File: src/rtl/btn_debounce.sv
// btn_debounce
// Multi-channel push-button conditioner. Each raw pin is polarity-corrected,
// synchronized into clk_i and debounced by a per-channel four-state FSM that
// produces a clean level plus single-cycle press/release strobes and an
// optional long-press strobe.
//
// Optional feature macro: BTN_DEBOUNCE_LONG_EN
//   defined   -> per-channel long-press counters drive long_o
//   undefined -> no long counters, long_o tied to 0
//
// Ports:
//   clk_i      in   1      clock
//   rst_i      in   1      asynchronous, active-high reset
//   btn_i      in   N_BTN  raw asynchronous button pins
//   level_o    out  N_BTN  debounced level, 1 = pressed
//   press_o    out  N_BTN  1-cycle strobe on accepted press
//   release_o  out  N_BTN  1-cycle strobe on accepted release
//   long_o     out  N_BTN  1-cycle strobe when a hold reaches LONG_CYCLES
module btn_debounce #(
  parameter int N_BTN           = 4,
  parameter int DEBOUNCE_CYCLES = 1250000,
  parameter int LONG_CYCLES     = 62500000,
  parameter int SYNC_STAGES     = 2,
  parameter bit ACTIVE_LOW      = 1'b0
) (
  input  logic             clk_i,
  input  logic             rst_i,
  input  logic [N_BTN-1:0] btn_i,
  output logic [N_BTN-1:0] level_o,
  output logic [N_BTN-1:0] press_o,
  output logic [N_BTN-1:0] release_o,
  output logic [N_BTN-1:0] long_o
);

  localparam int CNT_W = $clog2(DEBOUNCE_CYCLES + 1);
  localparam logic [CNT_W-1:0] CNT_ONE  = CNT_W'(1);
  localparam logic [CNT_W-1:0] CNT_LAST = CNT_W'(DEBOUNCE_CYCLES - 1);

  localparam logic [1:0] S_RELEASED     = 2'd0;
  localparam logic [1:0] S_PRESS_PEND   = 2'd1;
  localparam logic [1:0] S_PRESSED      = 2'd2;
  localparam logic [1:0] S_RELEASE_PEND = 2'd3;

  // Reject illegal parameterisations at elaboration time.
  if (DEBOUNCE_CYCLES < 1) begin : gBadDebounce
    $error("btn_debounce: DEBOUNCE_CYCLES must be >= 1");
  end
  if (LONG_CYCLES < 1) begin : gBadLong
    $error("btn_debounce: LONG_CYCLES must be >= 1");
  end
  if (SYNC_STAGES < 2) begin : gBadSync
    $error("btn_debounce: SYNC_STAGES must be >= 2");
  end

  // After this inversion 1 always means "pressed", whatever the pin polarity.
  logic [N_BTN-1:0] btnPol;
  assign btnPol = ACTIVE_LOW ? ~btn_i : btn_i;

  // Synchronizer chain. Flops reset to the released level so that a button
  // already held through reset cannot produce a press during reset.
  logic [N_BTN-1:0] syncPipe_q [SYNC_STAGES];

  always_ff @(posedge clk_i or posedge rst_i) begin
    if (rst_i) begin
      for (int k = 0; k < SYNC_STAGES; k++) begin
        syncPipe_q[k] <= '0;
      end
    end else begin
      syncPipe_q[0] <= btnPol;
      for (int k = 1; k < SYNC_STAGES; k++) begin
        syncPipe_q[k] <= syncPipe_q[k-1];
      end
    end
  end

  for (genvar g = 0; g < N_BTN; g++) begin : gChan
    logic             syncIn;
    logic [1:0]       state_q, state_d;
    logic [CNT_W-1:0] debCnt_q, debCnt_d;
    logic             pressEv, releaseEv, levelNext;
    logic             level_q, press_q, release_q;

    assign syncIn = syncPipe_q[SYNC_STAGES-1][g];

    // Debounce FSM next-state logic. A pending state counts consecutive
    // cycles of the new level; any return to the old level drops back
    // without emitting anything. With DEBOUNCE_CYCLES == 1 the pending
    // state would accept on its first cycle, so the transition goes
    // straight to the settled state to keep the latency at SYNC_STAGES+1.
    always_comb begin
      state_d   = state_q;
      debCnt_d  = debCnt_q;
      pressEv   = 1'b0;
      releaseEv = 1'b0;
      case (state_q)
        S_RELEASED: begin
          if (syncIn) begin
            if (DEBOUNCE_CYCLES == 1) begin
              state_d = S_PRESSED;
              pressEv = 1'b1;
            end else begin
              state_d  = S_PRESS_PEND;
              debCnt_d = CNT_ONE;
            end
          end
        end
        S_PRESS_PEND: begin
          if (!syncIn) begin
            state_d  = S_RELEASED;
            debCnt_d = '0;
          end else if (debCnt_q == CNT_LAST) begin
            state_d  = S_PRESSED;
            debCnt_d = '0;
            pressEv  = 1'b1;
          end else begin
            debCnt_d = debCnt_q + CNT_ONE;
          end
        end
        S_PRESSED: begin
          if (!syncIn) begin
            if (DEBOUNCE_CYCLES == 1) begin
              state_d   = S_RELEASED;
              releaseEv = 1'b1;
            end else begin
              state_d  = S_RELEASE_PEND;
              debCnt_d = CNT_ONE;
            end
          end
        end
        S_RELEASE_PEND: begin
          // Bounce back to pressed is a continuation of the same press.
          if (syncIn) begin
            state_d  = S_PRESSED;
            debCnt_d = '0;
          end else if (debCnt_q == CNT_LAST) begin
            state_d   = S_RELEASED;
            debCnt_d  = '0;
            releaseEv = 1'b1;
          end else begin
            debCnt_d = debCnt_q + CNT_ONE;
          end
        end
        default: begin
          state_d  = S_RELEASED;
          debCnt_d = '0;
        end
      endcase
    end

    assign levelNext = (state_d == S_PRESSED) || (state_d == S_RELEASE_PEND);

    // State, counter and registered outputs for this channel.
    always_ff @(posedge clk_i or posedge rst_i) begin
      if (rst_i) begin
        state_q   <= S_RELEASED;
        debCnt_q  <= '0;
        level_q   <= 1'b0;
        press_q   <= 1'b0;
        release_q <= 1'b0;
      end else begin
        state_q   <= state_d;
        debCnt_q  <= debCnt_d;
        level_q   <= levelNext;
        press_q   <= pressEv;
        release_q <= releaseEv;
      end
    end

    assign level_o[g]   = level_q;
    assign press_o[g]   = press_q;
    assign release_o[g] = release_q;

`ifdef BTN_DEBOUNCE_LONG_EN
    localparam int LONG_W = $clog2(LONG_CYCLES + 1);
    localparam logic [LONG_W-1:0] LONG_ONE = LONG_W'(1);
    localparam logic [LONG_W-1:0] LONG_MAX = LONG_W'(LONG_CYCLES);
    localparam logic [LONG_W-1:0] LONG_PRE = LONG_W'(LONG_CYCLES - 1);

    logic [LONG_W-1:0] longCnt_q, longCnt_d;
    logic              longEv, long_q;

    // Hold-time counter. It advances on every cycle the channel stays in a
    // pressed state (bounces included), fires once on reaching LONG_CYCLES
    // and then saturates. Leaving for RELEASED clears it and takes priority,
    // so a release on the same cycle suppresses the strobe.
    always_comb begin
      longCnt_d = longCnt_q;
      longEv    = 1'b0;
      if (state_d == S_RELEASED) begin
        longCnt_d = '0;
      end else if (((state_q == S_PRESSED) || (state_q == S_RELEASE_PEND)) &&
                   (longCnt_q != LONG_MAX)) begin
        longCnt_d = longCnt_q + LONG_ONE;
        longEv    = (longCnt_q == LONG_PRE);
      end
    end

    // Long-press counter and strobe register.
    always_ff @(posedge clk_i or posedge rst_i) begin
      if (rst_i) begin
        longCnt_q <= '0;
        long_q    <= 1'b0;
      end else begin
        longCnt_q <= longCnt_d;
        long_q    <= longEv;
      end
    end

    assign long_o[g] = long_q;
`else
    assign long_o[g] = 1'b0;
`endif
  end

endmodule

File: config.mk
export PLATFORM = sky130hd
export DESIGN_NAME = btn_debounce
export DESIGN_NICKNAME = d
export VERILOG_FILES = /design/src/rtl/btn_debounce.sv
export SDC_FILE = /design/constraint.sdc
export NUM_CORES = 1
export LEC_CHECK = 0
export ABC_AREA = 1
export CAP_MARGIN = 20
export CORE_MARGIN = 2
export CORE_UTILIZATION = 51
export CTS_CLUSTER_SIZE = 12
export DETAILED_ROUTE_END_ITERATION = 8
export GPL_ROUTABILITY_DRIVEN = 0
export PLACE_DENSITY_LB_ADDON = 0.15
export SLEW_MARGIN = 30
export SYNTH_ARGS = -nofsm -noshare
export SYNTH_HDL_FRONTEND = slang
export SYNTH_SLANG_ARGS = --single-unit
File: constraint.sdc
create_clock -name clk_i -period 4.02 [get_ports clk_i]
set_clock_uncertainty 0.05 [all_clocks]
set_input_delay 0.402 -clock clk_i [delete_from_list [all_inputs] [get_ports clk_i]]
set_output_delay 0.402 -clock clk_i [all_outputs]
set_load 0.02 [all_outputs]
**After elaboration in Yosys (flattened, before gate mapping)**

Index checks and enable logic that the tools add are counted.

- Bits in registers: 112
- Input bits: 6
- Output and inout bits: 16
- Word-level logic and storage cells: 142

- Add/subtract/negate cells: 4
- Equal/unequal tests: 32
- Multiplexer cells: 72
- Reduce and logical (&&, ||, !) cells: 12

Operator list:

| operator | number |
|---|---|
| $mux 21 | 20 |
| $pmux 21 s4 | 4 |
| $add 21x1->21 const B | 4 |
| $eq 21x21->1 const B | 4 |
| $mux 2 | 24 |
| $eq 2x2->1 const B | 16 |
| $pmux 2 s4 | 4 |
| $mux 1 | 20 |
| $ne 2x2->1 const B | 8 |
| $eq 2x1->1 const B | 4 |
| $logic_not 2->1 | 4 |
| $reduce_and 2->1 | 4 |
| $logic_or 1x1->1 | 4 |

**Longest topological paths before layout**

- Depth after elaboration: 6
- Mapped depth: 10
- Gate-level depth less buffers: 10

**Least setup slack after synthesis**

OpenSTA, ideal clock, no wires.

- Kind: register -> register
- From: register gChan[1].debCnt_q[0]
- To: register gChan[1].debCnt_q[14]
- Setup time: 127 ps
- Arrival: 1284 ps
- Required time: 3843 ps
- Slack: 2559 ps
- Cell stages (with the launch flop): 10
- Path buffers: 1
- Period minus slack after synthesis: 1461 ps
- Path through: dfrtp_1 > ha_1 > nand3_1 > nor2_1 > nand2_1 > nor2_1 > nor2_1 > buf_6 > nand3_1 > o21ai_0

- Longest elaborated chain between the ends: 4
- Elaborated cells on any way between the ends: 6
- Classes of those cells: 1 x add/sub; 1 x eq/ne; 4 x mux

Ends and longest elaborated chain:

| element | line | source |
|---|---|---|
| start, declared | 79 | `logic [CNT_W-1:0] debCnt_q, debCnt_d;` |
| start signal, assigned | 162 | `debCnt_q <= debCnt_d;` |
| $add 21x1->21 / $eq 21x21->1 (equally long branches) | -- |  |
| $mux 21 * | 111, 135 |  |
| $mux 21 (on tied branches) | 132, 108 |  |
| $pmux 21 s4 * | 95 | `case (state_q)` |

Every way passes the cells marked *; elsewhere a longest branch is shown, timed or not.
A chain may end at the register's enable or synchronous reset.

**Worst setup path in the final report**

- From: register gChan[1].debCnt_q[0]
- To: register gChan[1].debCnt_q[2]

The elaborated chain is that of the path after synthesis.

==> results_dict.tcl <==
set metrics [dict create \
    status "complete, no violations" \
    p_leak_nw 3.05 \
    worst-path-stages 8 \
    worstSetupEndpointType "register" \
    yosysTopAreaCellShare_pct 45.5 \
    hpwlAfterDp_um 9060 \
    ys_warn_count 0 \
    slowest_delay_ns 0.62 \
    drt-wirelength-per-cell_um 12.6 \
    diodes 0 \
    clockBufferDepth 2 \
    clock-root-buffer "clkbuf_16" \
    cp_num_buf_inv 0 \
    synth_area_um2 6160 \
    worst_pin_slew_ns 0.810 \
    viasPerCell 5.11 \
    cts_buffers 9 \
    synth_xor_area_share_pct 5.40 \
    synth.mux.area_fraction_pct 0 \
    synthArstFlopShare_pct 100 \
    required_ns 4.23 \
    grt_pass1_vias 4664 \
    vdd_drop_max_mv 0.347 \
    slew_viol_final 0 \
    start_kind "register" \
    rows 40 \
    synth_top_family_by_area "simple AND/OR/NAND/NOR gates" \
    fin_area_um2 6700 \
    worstPathArrival_ns 2.26 \
    clock_sinks 112 \
    drive_gt1_share_pct 6.12 \
    total_power_mw 2.24 \
    drt-pass1-iter-count 5 \
    antenna_found_initial 0 \
    fin_ws_ns 1.97 \
    synth.area.top_cells "dfrtp_1 46%, nand2_1 13%, nor2_1 8.0%" \
    die_area_um2 13000 \
    cts_htree_levels 3 \
    pwr_density_cell_nw_per_um2 335 \
    ys.flop_type "dfrtp_1" \
    port_buffers 17 \
    crit_type "reg -> reg" \
    seq_area_frac_synth_pct 45.5 \
    die_w_um 114 \
    worst-path-max-fanout 11 \
    cp_slowest_cell "nor2_1" \
    maxCapViolCount 0 \
    synth.most_common_cell "nand2_1" \
    initial_core_util_pct 51.7 \
    place_area_um2 6380 \
    ios 22 \
    clk_latency_ns 0.35 \
    grt_max_degree 79 \
    fmax_ghz 0.488 \
    grt_usage_pct 20.6 \
    min_path_type "reg -> reg" \
    final.min_clock_period_ns 2.05 \
    critPathTopFamily "simple AND/OR/NAND/NOR gates" \
    setup_violations 0 \
    synth-edff-count 0 \
    tritoncts "yes" \
    place_ws_ns 2.03 \
    layout.nets 838 \
    coreArea_um2 11900 \
    ctsHoldBuffers 0 \
    cts_setup_buffers 0 \
    synth_common_cells "212 x nand2_1, 131 x nor2_1, 112 x dfrtp_1, 112 x inv_1, 62 x nand3_1" \
    grt_overflow_total 0 \
    tns_ns 0 \
    max_slew_margin_pct 45.8 \
    cts_resized 0 \
    synth.distinct_cells 36 \
    grt_setup_unrepaired "false" \
    ys_seq_elements 112 \
    synth_compound_area_share_pct 4.84 \
    hold_viol 0 \
    syn_area_per_cell_um2 7.53 \
    grt_pass1_wl_um 21600 \
    die_h_um 114 \
    area_growth_pct 8.86 \
    clkTransAtPathRegs_ns 0.07 \
    yosys.area_share.simple_pct 33.5 \
    min_delay_path_depth 0 \
    drtIter0Drc 397 \
    drc_errors 0 \
    rr_worst_depth 8 \
    synth_fa_ha_area_share_pct 0.813 \
    fin_hold_ws_ns 0.310 \
    crit_chain "ha_1 -> nand3_1 -> nor2_1 -> nand2_1 -> nor2_1 -> nor2_1 -> nand2_1 -> o21ai_0" \
    num_vias 5008 \
    finalCritPeriodShare_pct 51.0 \
    crit_top_cell "nor2_1" \
    syn_inst 818 \
    synth_top_area_cell "dfrtp_1" \
    postRouteWirelength_um 12300 \
    antenna_left 0 \
]
## cells by family after synthesis
kind of cell | Yosys count
AND/OR/NAND/NOR | 473
buffers and inverters | 138
flip-flops | 112
AO/OA/AOI/OAI | 52
XOR/XNOR | 38
adder cells (fa/ha/maj) | 4
other | 1
## cell usage in the layout (no fill, tap or decap), types with 2 or more instances in the layout
cell type,n
xnor2_1,5
o21bai_1,3
nand3_1,62
nor2_2,11
o211ai_1,2
nand4_1,22
nor3_1,11
a21oi_1,7
clkdlybuf4s50_1,17
inv_2,2
conb_1,4
o22ai_1,14
bufinv_16,2
ha_1,4
clkbuf_16,9
dfrtp_1,112
xor2_1,33
o21ai_0,21
nand2_4,2
inv_1,111
clkinv_2,2
clkinv_4,2
nor2_4,2
nand3_2,2
nand2_1,212
o21ai_1,2
nand2_2,6
nor4_1,3
nand3b_1,3
nor2_1,131
nor3_2,3
## metrics by stage
stage	utilization [%]	instances
after global placement	53.6	964
after floorplan	-	821
final	56.3	980
after detailed placement	53.6	964
after CTS	56.3	980
after global routing	56.3	980
## power breakdown
group | leakage, nW | internal (mW) | switching (mW) | total [mW]
Clock | 0.156 | 0.547 | 0.411 | 0.959
Combinational | 1.37 | 0.0336 | 0.0864 | 0.120
Sequential | 1.52 | 1.15 | 0.0188 | 1.16
## path summary, 6_finish.rpt
kind	start	to	slack [ns]
max in group asynchronous	rst_i	gChan[0].debCnt_q[3]$_DFFE_PP0P_	2.77
worst min-delay path	syncPipe_q[4]$_DFF_PP0_	gChan[0].syncIn$_DFF_PP0_	0.31
worst max-delay path	gChan[1].debCnt_q[0]$_DFFE_PP0P_	gChan[1].debCnt_q[2]$_DFFE_PP0P_	1.97
min in group asynchronous	rst_i	gChan[2].debCnt_q[1]$_DFFE_PP0P_	0.37
worst max register to register	gChan[1].debCnt_q[0]$_DFFE_PP0P_	gChan[1].debCnt_q[2]$_DFFE_PP0P_	1.97
worst min register to register	syncPipe_q[4]$_DFF_PP0_	gChan[0].syncIn$_DFF_PP0_	0.31
## routing by layer
metal  track usage (%)  vias up  share of wire (%)
met4              5.04        0                1.1
li1                  -     2559                  -
met1              30.4     2340                 52
met5                 0        -                  0
met2              29.9      101                 42
met3              6.32        8                5.7
## registers in the layout (all words and copies together), names as in the netlist
register / count
gChan.release_q: 4
gChan.press_q: 4
gChan.state_q: 8
gChan.syncIn: 4
syncPipe_q: 4
gChan.debCnt_q: 84
gChan.level_q: 4
## final cells by class
class                           count  area, um2
Clock inverter                      7       95.1
Multi-Input combinational cell    571       2760
Sequential cell                   112       2800
Timing Repair Buffer               19        198
Inverter                          115        439
Tap cell                          147        184
Clock buffer                        9        225
Fill cell                        1119       5210
## worst reg2reg max path, cell delays in order (launching register included)
cell     delay [ns]
dfrtp_1        0.41
ha_1           0.24
nand3_1        0.15
nor2_1         0.08
nand2_1        0.06
nor2_1         0.05
nor2_1         0.62
nand2_1        0.10
o21ai_0        0.20
Note: power is estimated with default switching activity, not from simulation.
